--- src/rtl/fourier_pkg.sv ---
// Shared constants for the truncated-Fourier square-wave synthesiser:
// sine ROM geometry, harmonic numbers, weights and the quarter-wave table.
package fourier_pkg;

  localparam int LUT_DEPTH = 256;
  localparam int LUT_AW    = 8;
  localparam int SIN_AMP   = 127;
  localparam int NUM_HARM  = 4;
  localparam int SUM_W     = 18;
  localparam int OUT_BIAS  = 128;

  // Odd harmonics and their weights round(256*4/(pi*k)).
  localparam int HARM_K [NUM_HARM] = '{1, 3, 5, 7};
  localparam int HARM_C [NUM_HARM] = '{326, 109, 65, 47};

  // First quadrant (inclusive of 90 degrees) of round(127*sin(2*pi*i/256)).
  function automatic logic [6:0] quarter_sine(input logic [6:0] idx);
    logic [6:0] mag;
    case (idx)
      7'd0:  mag = 7'd0;    7'd1:  mag = 7'd3;    7'd2:  mag = 7'd6;    7'd3:  mag = 7'd9;
      7'd4:  mag = 7'd12;   7'd5:  mag = 7'd16;   7'd6:  mag = 7'd19;   7'd7:  mag = 7'd22;
      7'd8:  mag = 7'd25;   7'd9:  mag = 7'd28;   7'd10: mag = 7'd31;   7'd11: mag = 7'd34;
      7'd12: mag = 7'd37;   7'd13: mag = 7'd40;   7'd14: mag = 7'd43;   7'd15: mag = 7'd46;
      7'd16: mag = 7'd49;   7'd17: mag = 7'd51;   7'd18: mag = 7'd54;   7'd19: mag = 7'd57;
      7'd20: mag = 7'd60;   7'd21: mag = 7'd63;   7'd22: mag = 7'd65;   7'd23: mag = 7'd68;
      7'd24: mag = 7'd71;   7'd25: mag = 7'd73;   7'd26: mag = 7'd76;   7'd27: mag = 7'd78;
      7'd28: mag = 7'd81;   7'd29: mag = 7'd83;   7'd30: mag = 7'd85;   7'd31: mag = 7'd88;
      7'd32: mag = 7'd90;   7'd33: mag = 7'd92;   7'd34: mag = 7'd94;   7'd35: mag = 7'd96;
      7'd36: mag = 7'd98;   7'd37: mag = 7'd100;  7'd38: mag = 7'd102;  7'd39: mag = 7'd104;
      7'd40: mag = 7'd106;  7'd41: mag = 7'd107;  7'd42: mag = 7'd109;  7'd43: mag = 7'd111;
      7'd44: mag = 7'd112;  7'd45: mag = 7'd113;  7'd46: mag = 7'd115;  7'd47: mag = 7'd116;
      7'd48: mag = 7'd117;  7'd49: mag = 7'd118;  7'd50: mag = 7'd120;  7'd51: mag = 7'd121;
      7'd52: mag = 7'd122;  7'd53: mag = 7'd122;  7'd54: mag = 7'd123;  7'd55: mag = 7'd124;
      7'd56: mag = 7'd125;  7'd57: mag = 7'd125;  7'd58: mag = 7'd126;  7'd59: mag = 7'd126;
      7'd60: mag = 7'd126;  7'd61: mag = 7'd127;  7'd62: mag = 7'd127;  7'd63: mag = 7'd127;
      7'd64: mag = 7'd127;
      default: mag = 7'd0;
    endcase
    return mag;
  endfunction

endpackage

--- src/rtl/sine_lut_256.sv ---
// 256-entry signed sine ROM built from a quarter-wave table plus symmetry.
module sine_lut_256
  import fourier_pkg::*;
(
  input  logic [LUT_AW-1:0] addr,
  output logic signed [7:0] data
);

  logic [6:0] offset;
  logic [7:0] mirror;
  logic [6:0] qidx;
  logic [6:0] mag;

  // Fold the address into the first quadrant, then restore the sign for the lower half.
  always_comb begin
    offset = addr[6:0];
    mirror = 8'd128 - {1'b0, offset};
    if (offset <= 7'd64) begin
      qidx = offset;
    end else begin
      qidx = mirror[6:0];
    end
    mag = quarter_sine(qidx);
    if (addr[7]) begin
      data = 8'sd0 - $signed({1'b0, mag});
    end else begin
      data = $signed({1'b0, mag});
    end
  end

endmodule

--- src/rtl/square_wave_fourier_gen.sv ---
// Square-wave synthesiser: phase accumulator, four harmonic ROM lookups,
// weighted sum, bias and saturation, in a three-stage pipeline.
module square_wave_fourier_gen
  import fourier_pkg::*;
#(
  parameter int PHASE_W    = 16,
  parameter int PHASE_STEP = 256,
  parameter int OUT_W      = 8
) (
  input  logic             clk,
  input  logic             rst,
  output logic [OUT_W-1:0] wave_out
);

  logic [PHASE_W-1:0]      phase;
  logic [LUT_AW-1:0]       lut_addr [NUM_HARM];
  logic signed [7:0]       lut_data [NUM_HARM];
  logic signed [7:0]       sin_q    [NUM_HARM];
  logic signed [SUM_W-1:0] sum_next;
  logic signed [SUM_W-1:0] sum_q;
  logic signed [SUM_W-1:0] y_raw;
  logic [OUT_W-1:0]        y_sat;

  // Harmonic phase k*phase truncated to PHASE_W bits; ROM index is its top byte.
  genvar g;
  for (g = 0; g < NUM_HARM; g++) begin : g_harm
    assign lut_addr[g] = LUT_AW'((phase * PHASE_W'(HARM_K[g])) >> (PHASE_W - LUT_AW));
    sine_lut_256 u_lut (
      .addr (lut_addr[g]),
      .data (lut_data[g])
    );
  end

  // Free-running phase accumulator; wraps silently.
  always_ff @(posedge clk or negedge rst) begin
    if (!rst) begin
      phase <= '0;
    end else begin
      phase <= phase + PHASE_W'(PHASE_STEP);
    end
  end

  // Stage 1: capture the four ROM outputs for the current phase.
  always_ff @(posedge clk or negedge rst) begin
    if (!rst) begin
      for (int j = 0; j < NUM_HARM; j++) sin_q[j] <= 8'sd0;
    end else begin
      for (int j = 0; j < NUM_HARM; j++) sin_q[j] <= lut_data[j];
    end
  end

  // Weighted sum of harmonics; the worst case magnitude fits in SUM_W bits.
  always_comb begin
    sum_next = '0;
    for (int j = 0; j < NUM_HARM; j++) begin
      sum_next = sum_next + SUM_W'(sin_q[j]) * $signed(SUM_W'(HARM_C[j]));
    end
  end

  // Stage 2: register the sum.
  always_ff @(posedge clk or negedge rst) begin
    if (!rst) begin
      sum_q <= '0;
    end else begin
      sum_q <= sum_next;
    end
  end

  // Floor-divide by 256, add the mid-scale bias and clamp to the output range.
  always_comb begin
    y_raw = (sum_q >>> 8) + $signed(SUM_W'(OUT_BIAS));
    if (y_raw < $signed(SUM_W'(0))) begin
      y_sat = '0;
    end else if (y_raw > $signed(SUM_W'((1 << OUT_W) - 1))) begin
      y_sat = '1;
    end else begin
      y_sat = y_raw[OUT_W-1:0];
    end
  end

  // Stage 3: registered output sample; rests at mid-scale in reset.
  always_ff @(posedge clk or negedge rst) begin
    if (!rst) begin
      wave_out <= OUT_W'(OUT_BIAS);
    end else begin
      wave_out <= y_sat;
    end
  end

endmodule

--- config.mk ---
export PLATFORM = sky130hd
export DESIGN_NAME = square_wave_fourier_gen
export DESIGN_NICKNAME = d
export VERILOG_FILES = /design/src/rtl/fourier_pkg.sv /design/src/rtl/sine_lut_256.sv /design/src/rtl/square_wave_fourier_gen.sv
export SDC_FILE = /design/constraint.sdc
export NUM_CORES = 1
export LEC_CHECK = 0
export CAP_MARGIN = 5
export CORE_ASPECT_RATIO = 0.6
export CORE_UTILIZATION = 30
export CTS_BUF_LIST = sky130_fd_sc_hd__clkbuf_8
export CTS_CLUSTER_SIZE = 10
export DETAILED_ROUTE_END_ITERATION = 12
export GPL_TIMING_DRIVEN = 0
export SKIP_LAST_GASP = 1
export SYNTH_ARGS = -nofsm -noshare
export SYNTH_HDL_FRONTEND = slang
export SYNTH_HIERARCHICAL = 1
export SYNTH_SLANG_ARGS = --single-unit
--- constraint.sdc ---
create_clock -name clk -period 11.5 [get_ports clk]
set_input_delay 1.15 -clock clk [delete_from_list [all_inputs] [get_ports clk]]
set_output_delay 1.15 -clock clk [all_outputs]
set_load 0.01 [all_outputs]
# Word level (Yosys, flattened, before mapping)
# Memory sizes are Yosys's and may differ from the RTL's.
# Index checks and enable logic that the tools add are counted.
[totals]
in_bits = 2
regBits = 74
mem_count = 4
output_inout_bits = 8
wordCells = 47
romBits = 3584
[mem_list]
columns = ["name", "words", "word_bits", "read_ports", "rd_clocked_by_memory_dff", "wr", "line_no", "text"]
rows = [
  ["(name not given)", 128, 7, 1, 0, 0, "fourier_pkg.sv:19", "case (idx)"],
  ["(name not given)", 128, 7, 1, 0, 0, "fourier_pkg.sv:19", ""],
  ["(name not given)", 128, 7, 1, 0, 0, "fourier_pkg.sv:19", ""],
  ["(name not given)", 128, 7, 1, 0, 0, "fourier_pkg.sv:19", ""],
]
[op_classes]
mul = 7
addsub = 13
mux = 10
order_cmp = 6
[op_table]
columns = ["op", "n"]
rows = [
  ["$mux 8", 6],
  ["$add 18x16->18", 2],
  ["$mul 16x3->16 const B", 2],
  ["$mul 8x8->16 const B", 2],
  ["$sub 1x7->8 const A", 4],
  ["$le 7x7->1 const B", 4],
  ["$mux 7", 4],
  ["$sub 1x7->7 const A", 4],
  ["$add 18x15->18", 1],
  ["$mul 8x9->17 const B", 1],
  ["$add 16x9->16 const B", 1],
  ["$mul 16x2->16 const B", 1],
  ["$mul 8x7->15 const B", 1],
  ["$add 10x9->11 const B", 1],
  ["$gt 11x9->1 const B", 1],
  ["$lt 11x1->1 const B", 1],
]

# Logic depth before layout (Yosys ltp)
# Gate-level depths: netlist of run 1.
# An unclocked memory read counts as a cell.
[depth]
word_depth = 6
depth_mapped = 32
mapped_depth_nobuf = 32

# Modules after synthesis
# The synthesis of run 1 kept the hierarchy.
[by_module_without_submodules]
columns = ["mod", "seq_area_each_um2", "area_per_inst_um2", "n_inst", "cells_per_inst"]
rows = [
  ["square_wave_fourier_gen", 1452.6, 7885.1, 1, 724],
  ["sine_lut_256", 0.0, 1475.2, 4, 216],
]

# Least setup slack after synthesis of run 1
# No wires, ideal clock.
[synth_path]
path_type = "reg2reg"
start = "register sin_q[29] (netlist name)"
end = "register sum_q[17]"
t_required_ns = 11.375
synth_period_minus_slack_ns = 7.299
t_arrival_ns = 7.174
setup_ns = 0.125
setup_slack_ns = 4.201
path_stages_with_launch = 30
n_path_buf = 0
path_cell_list = "dfrtp_1 > inv_1 > ha_1 > fa_1 > fa_1 > inv_1 > ha_1 > a31oi_2 > o21bai_1 > a21oi_2 > nor2_1 > a211o_1 > a31oi_1 > xnor2_1 > ha_1 > ha_1 > fa_1 > inv_1 > fa_1 > fa_1 > fa_1 > inv_1 > ha_1 > a21o_1 > a21oi_1 > nand2_1 > a21oi_1 > a31oi_2 > xnor2_1 > xnor2_1"
[synth_via]
elab_chain_len = 4
[synth_lines]
columns = ["item", "line_no", "text"]
rows = [
  ["start, declared", "square_wave_fourier_gen.sv:18", "logic signed [7:0] sin_q [NUM_HARM];"],
  ["$mul 8x9->17", "square_wave_fourier_gen.sv:56", "sum_next = sum_next + SUM_W'(sin_q[j]) * $signed(SUM_W'(HARM_C[j]));"],
  ["$add 18x16->18 (2 in series)", "square_wave_fourier_gen.sv:56", ""],
  ["$add 18x15->18", "square_wave_fourier_gen.sv:56", ""],
  ["net sum_next[17]", "square_wave_fourier_gen.sv:19", "logic signed [SUM_W-1:0] sum_next;"],
  ["end signal, assigned", "square_wave_fourier_gen.sv:65", "sum_q <= sum_next;"],
  ["end, declared", "square_wave_fourier_gen.sv:20", "logic signed [SUM_W-1:0] sum_q;"],
]
# The timed path passes the listed nets, and every way through them passes these cells.

# Final worst setup path of run 1
# Ends and elaborated chain as after synthesis.

==> impl_metrics.ini, run 1 <==
[sta]
fin_skew_ns = 0.0190
holdWs_ns = 0.503
final_hold_viol_count = 0
fmax_mhz = 128
maxSlewViolCount = 0
fin_crit_ns = 7.81
worst_pin_slew_ns = 0.967
rsz0062_at_grt = no
tns_ns = 0
fin_crit_sh = 0.679
max_slew_margin = 0.356
setup_violations = 0

[synth]
ys_seq_elements = 58
synth_nets = 1906
synthMuxAreaShare = 0.0102
synth_top_family_by_area = adder cells
synth_compound_area_frac = 0.207
synth_simple_gate_area_share = 0.151
synth_adder_area_share = 0.358
ys_seq_area_frac = 0.105
ys_top_cells_by_area = ha_1 18%, fa_1 17%, dfrtp_1 10%, inv_1 6.8%, xnor2_1 3.2%
synth_edf_count = 0
async_flop_share = 1.00
synth_top_area_share = 0.179
yosys_warnings = 6
syn_area_mm2 = 0.0138
synth_top_cell_by_area = ha_1
ys.flop_type = dfrtp_1
synth_xor_xnor_area_share = 0.0630
synth.distinct_cells = 81
synthCells = 1588
avgSynthCellArea_um2 = 8.68

[clock_network]
cts_setup_buffers = 0
cts_max_path_buffers = 2
cts-root-buf = clkbuf_8
cts_resized = 0
cts_buffers = 9
cts_hold_buf = 0
insertion_delay_ns = 0.35
cts.sinks = 58
cts_tree = done
clkTransAtPathRegs_ns = 0.07
h-tree-depth = 3

[cells_and_area]
regArea_mm2 = 0.00145
num-nets-final = 1928
nFillCells = 4635
diodes = 0
syn_to_final_growth_pct = 7.91
multi_input_area_mm2 = 0.0109
drive_above_1_share = 0.0904
final_area_mm2 = 0.0149
fin_cells = 2204

[status]
status = completed

[pwr]
p_per_area_mw_per_mm2 = 28.7
p_leak_nw = 6.95
ir_drop_uv = 55.1
power_mw = 0.427

[place]
placed_cells = 2188
io_buffers = 9
hpwl_um = 29500
place_area_mm2 = 0.0146
gp_congestion = 0.900

[setup_path]
slowest_stage = fa_1
cp.arrival_ns = 8.07
critPathLaunchType = flip-flop
r2r_cells = 28
cp-end-kind = flip-flop
worst-endpoint-required_ns = 11.76
critPathKind = flip-flop to flip-flop
crit_path_max_fanout = 5
slowest_delay_ns = 0.54
crit_top_cell = fa_1

[global_route]
grt_antenna_before_repair = 0
grt_pass1_wl_um = 60500
grt_max_degree = 39
grtUsageTotal = 0.157
globalRoute.totalOverflow = 0
grt_pass1_vias = 11200

[die]
dieArea_mm2 = 0.0468
rows = 60
die_y_um = 168
die_w_um = 279
ioPinCount = 10
initial_utilization = 0.306
core_area_mm2 = 0.0450

[run]
maxCapViolCount = 0

[detailed_routing]
vias_per_cell = 5.24
drt_iter0_drc = 854
wl_per_cell_um = 16.3
ant_nets = 0
route.detailed.drc = 0
num_vias = 11500
first_pass_iters = 6
drt-total-wl_um = 35900

[worst_hold_path]
min_delay_path_depth = 2
hp-class = flip-flop to flip-flop
## registers in the layout, summed over array words and instances (netlist names)
signal	count
phase	8
sin_q	32
sum_q	10
wave_out	8
## layer usage
metal	track usage	wire [um]
met1	0.258	19700
met2	0.214	13700
met4	0.0153	108
met3	0.0268	2500
met5	0	0
## synthesized netlist by cell type (18+ instances only)
cell and instances:
o211ai_1 21, nand3_1 21, fa_1 119, nand2_1 99
buf_6 24, a31oi_1 22, o21ai_0 50, nor2_1 89
a211oi_1 20, xor2_1 23, dfrtp_1 57, nor3_1 35
xnor2_1 51, nand4_1 18, a21oi_1 78, buf_2 24
ha_1 197, nand2b_1 20, a21o_1 26, clkbuf_1 24
inv_1 249
## stage by stage
stage / util / setup WS, ns
after floorplan: - / 4.20
after global placement: 0.324 / 3.76
after detailed placement: 0.325 / 3.66
after CTS: 0.330 / 3.64
after global routing: 0.330 / 3.28
final: 0.330 / 3.69
## path summary, 6_finish.rpt
kind,startpoint,to,slack (ns)
min in group asynchronous,rst,sum_q[9],0.77
worst max-delay path,sin_q[29],sum_q[17],3.69
worst min register to register,sum_q[10],wave_out[2],0.50
worst max register to register,sin_q[29],sum_q[17],3.69
worst min-delay path,sum_q[10],wave_out[2],0.50
max in group asynchronous,rst,sin_q[25],10.15
## cell families (layout without fill, tap and decap cells)
logic type / Yosys count / after routing
buffers and inverters: 329 / 356
DFF: 58 / 58
muxes: 12 / 12
adders and majority gates: 324 / 324
AOI/OAI and AO/OA: 386 / 386
xor gates and xnor gates: 86 / 86
and+or+nand+nor: 393 / 393
## cells in the final DEF, fill, tap and decap left out, drive strengths merged, types with 39 or more instances in the layout
cell	netlist	layout
nand2	99	99
a21oi	79	79
nor2	89	89
o21ai	58	58
fa	119	119
buf	56	59
xnor2	59	59
dfrtp	57	57
ha	197	197
inv	249	249
nor3	39	39
## worst max-delay path, delay by kind of cell, from the launching register on
family                   cells  cell delay (ns)
adder cells (fa/ha/maj)     11             4.76
buffers and inverters        4             0.20
AND/OR/NAND/NOR              3             0.34
AO/OA/AOI/OAI                7             1.52
flip-flops                   1             0.43
XOR/XNOR                     3             0.47
## report_power, final
part	switching (mW)	internal, mW
clock network	0.0901	0.128
logic	0.00402	0.000809
registers	0	0.204
## final cells by class
class	count	share of cell area
buffer	80	0.0353
clock buffer	10	0.00925
clock inverter	6	0.00606
inverter	249	0.0628
multi-input combinational	1201	0.731
sequential	58	0.0977
tap	589	0.0495
timing repair buffer	11	0.00841
Power figures use the tool's default switching activity.
==> inputs of run 2 (changes only) <==
clock period = 6.9 ns   (was 11.5 ns; I/O delays follow)
==> impl_metrics.ini, run 2 (synthesis gave the netlist of run 1 again) <==
[die]
die_w_um = 279
core_area_mm2 = 0.0450
dieArea_mm2 = 0.0468
rows = 60
initial_utilization = 0.306
die_y_um = 168
ioPinCount = 10

[run]
maxCapViolCount = 0

[detailed_routing]
drt-total-wl_um = 35700
drt_iter0_drc = 1169
route.detailed.drc = 0
wl_per_cell_um = 16.1
first_pass_iters = 5
ant_nets = 0
vias_per_cell = 5.19
num_vias = 11500

[sta]
final.setup.worst_slack_ns = -0.314
maxSlewViolCount = 0
tns_ns = -1.37
fin_skew_ns = 0.00780
final_hold_viol_count = 0
rsz0062_at_grt = yes
fin_crit_ns = 7.21
max_slew_margin = 0.468
fin_crit_sh = 1.05
worst_pin_slew_ns = 0.798
fmax_mhz = 139
holdWs_ns = 0.387
setup_violations = 7

[cells_and_area]
reg_top3 = sin_q (32), sum_q (10)
most-common-layout-cells = 240 x inv_1, 182 x ha_1, 112 x fa_1
final_area_mm2 = 0.0153
layout_commonest_cell = inv_1
drive_above_1_share = 0.132
largest_reg_flops = 32
regArea_mm2 = 0.00146
largest-register = sin_q
fin_cells = 2218
nFillCells = 4600
num-nets-final = 1941
multi_input_area_mm2 = 0.0112
syn_to_final_growth_pct = 11.1
final_core_util = 0.340

[setup_path]
cp.arrival_ns = 7.48
critPathLaunchType = flip-flop
cp-end-kind = flip-flop
crit_path_max_fanout = 3
worst-endpoint-required_ns = 7.17
critPathKind = flip-flop to flip-flop

[worst_hold_path]
hp-class = primary input to asynchronous set/reset pin

[clock_network]
cts_max_path_buffers = 2
h-tree-depth = 3
cts_tree = done
clkTransAtPathRegs_ns = 0.07
cts_buffers = 9
cts.sinks = 58
cts-root-buf = clkbuf_8
insertion_delay_ns = 0.38

[global_route]
grt_antenna_before_repair = 0
globalRoute.totalOverflow = 0
grtUsageTotal = 0.155
grt_pass1_vias = 11300
grt_max_degree = 59
grt_pass1_wl_um = 59500

[pwr]
p_leak_nw = 7.05
p_per_area_mw_per_mm2 = 43.5
power_mw = 0.666
ir_drop_uv = 70.6

[status]
violations = negative setup slack
status = finished, violations left

[place]
io_buffers = 9
pre_cts_slack_ns = -0.556
gp_congestion = 0.934
hpwl_um = 29000
placed_cells = 2187
place_area_mm2 = 0.0147
## run 2: changes by cell type in the layout (fill, tap and decap cells not counted), moves of 9 or more
cell | previous run | this run
buf_4 | 4 | 16
ha_1 | 197 | 182
ha_4 | 0 | 13
inv_1 | 249 | 240
inv_2 | 0 | 9
## run 2: path summary, 6_finish.rpt
path                       startpoint          end  slack (ns)  cells after the start
max                         sin_q[29]    sum_q[17]       -0.31                     23
min                               rst  wave_out[2]        0.39                      1
max reg2reg                 sin_q[29]    sum_q[17]       -0.31                     23
min reg2reg                 sum_q[11]  wave_out[3]        0.50                      2
max in group asynchronous         rst    sin_q[30]        5.93                      1
min in group clk            sum_q[11]  wave_out[3]        0.50                      2
## run 2: layer usage
layer,vias to the layer above,part of all wire,track usage
met5,-,0,0
met4,0,0.0059,0.0225
met3,19,0.060,0.0218
met2,307,0.39,0.218
met1,5596,0.54,0.250
li1,5587,-,-
## run 2: area by class of cell
cell class	count	share of cell area
repair buffers	24	0.0146
diodes	1	0.000163
clock buffers	13	0.0117
clock inverters	3	0.00139
plain buffers	80	0.0343
flip-flops and latches	58	0.0952
well taps	589	0.0481
inverters	249	0.0610
multi-input cells	1201	0.734
## run 2: critical path, stage by stage (launching register included)
cell	delay, ns
dfrtp_1	0.41
buf_6	0.14
ha_4	0.14
inv_2	0.05
fa_1	0.43
fa_1	0.53
inv_2	0.05
ha_4	0.27
xnor2_4	0.15
fa_1	0.57
fa_1	0.44
fa_1	0.54
fa_2	0.45
fa_2	0.54
inv_2	0.04
fa_1	0.52
fa_2	0.46
ha_4	0.17
or3_4	0.35
o211ai_4	0.21
and4b_4	0.27
a31oi_2	0.10
xnor2_1	0.14
xnor2_1	0.13
## run 2: repair_timing
item,4_1_cts,5_1_grt
pin swaps,32,41
setup endpoints to repair,9,12
hold buffers,0,0
gates cloned,0,0
buffers inserted,10,4
resized for setup,26,31
## run 2: power breakdown
part / switching (mW) / internal [mW]
Combinational: 0.00684 / 0.000349
Sequential: 0 / 0.340
Clock: 0.150 / 0.169
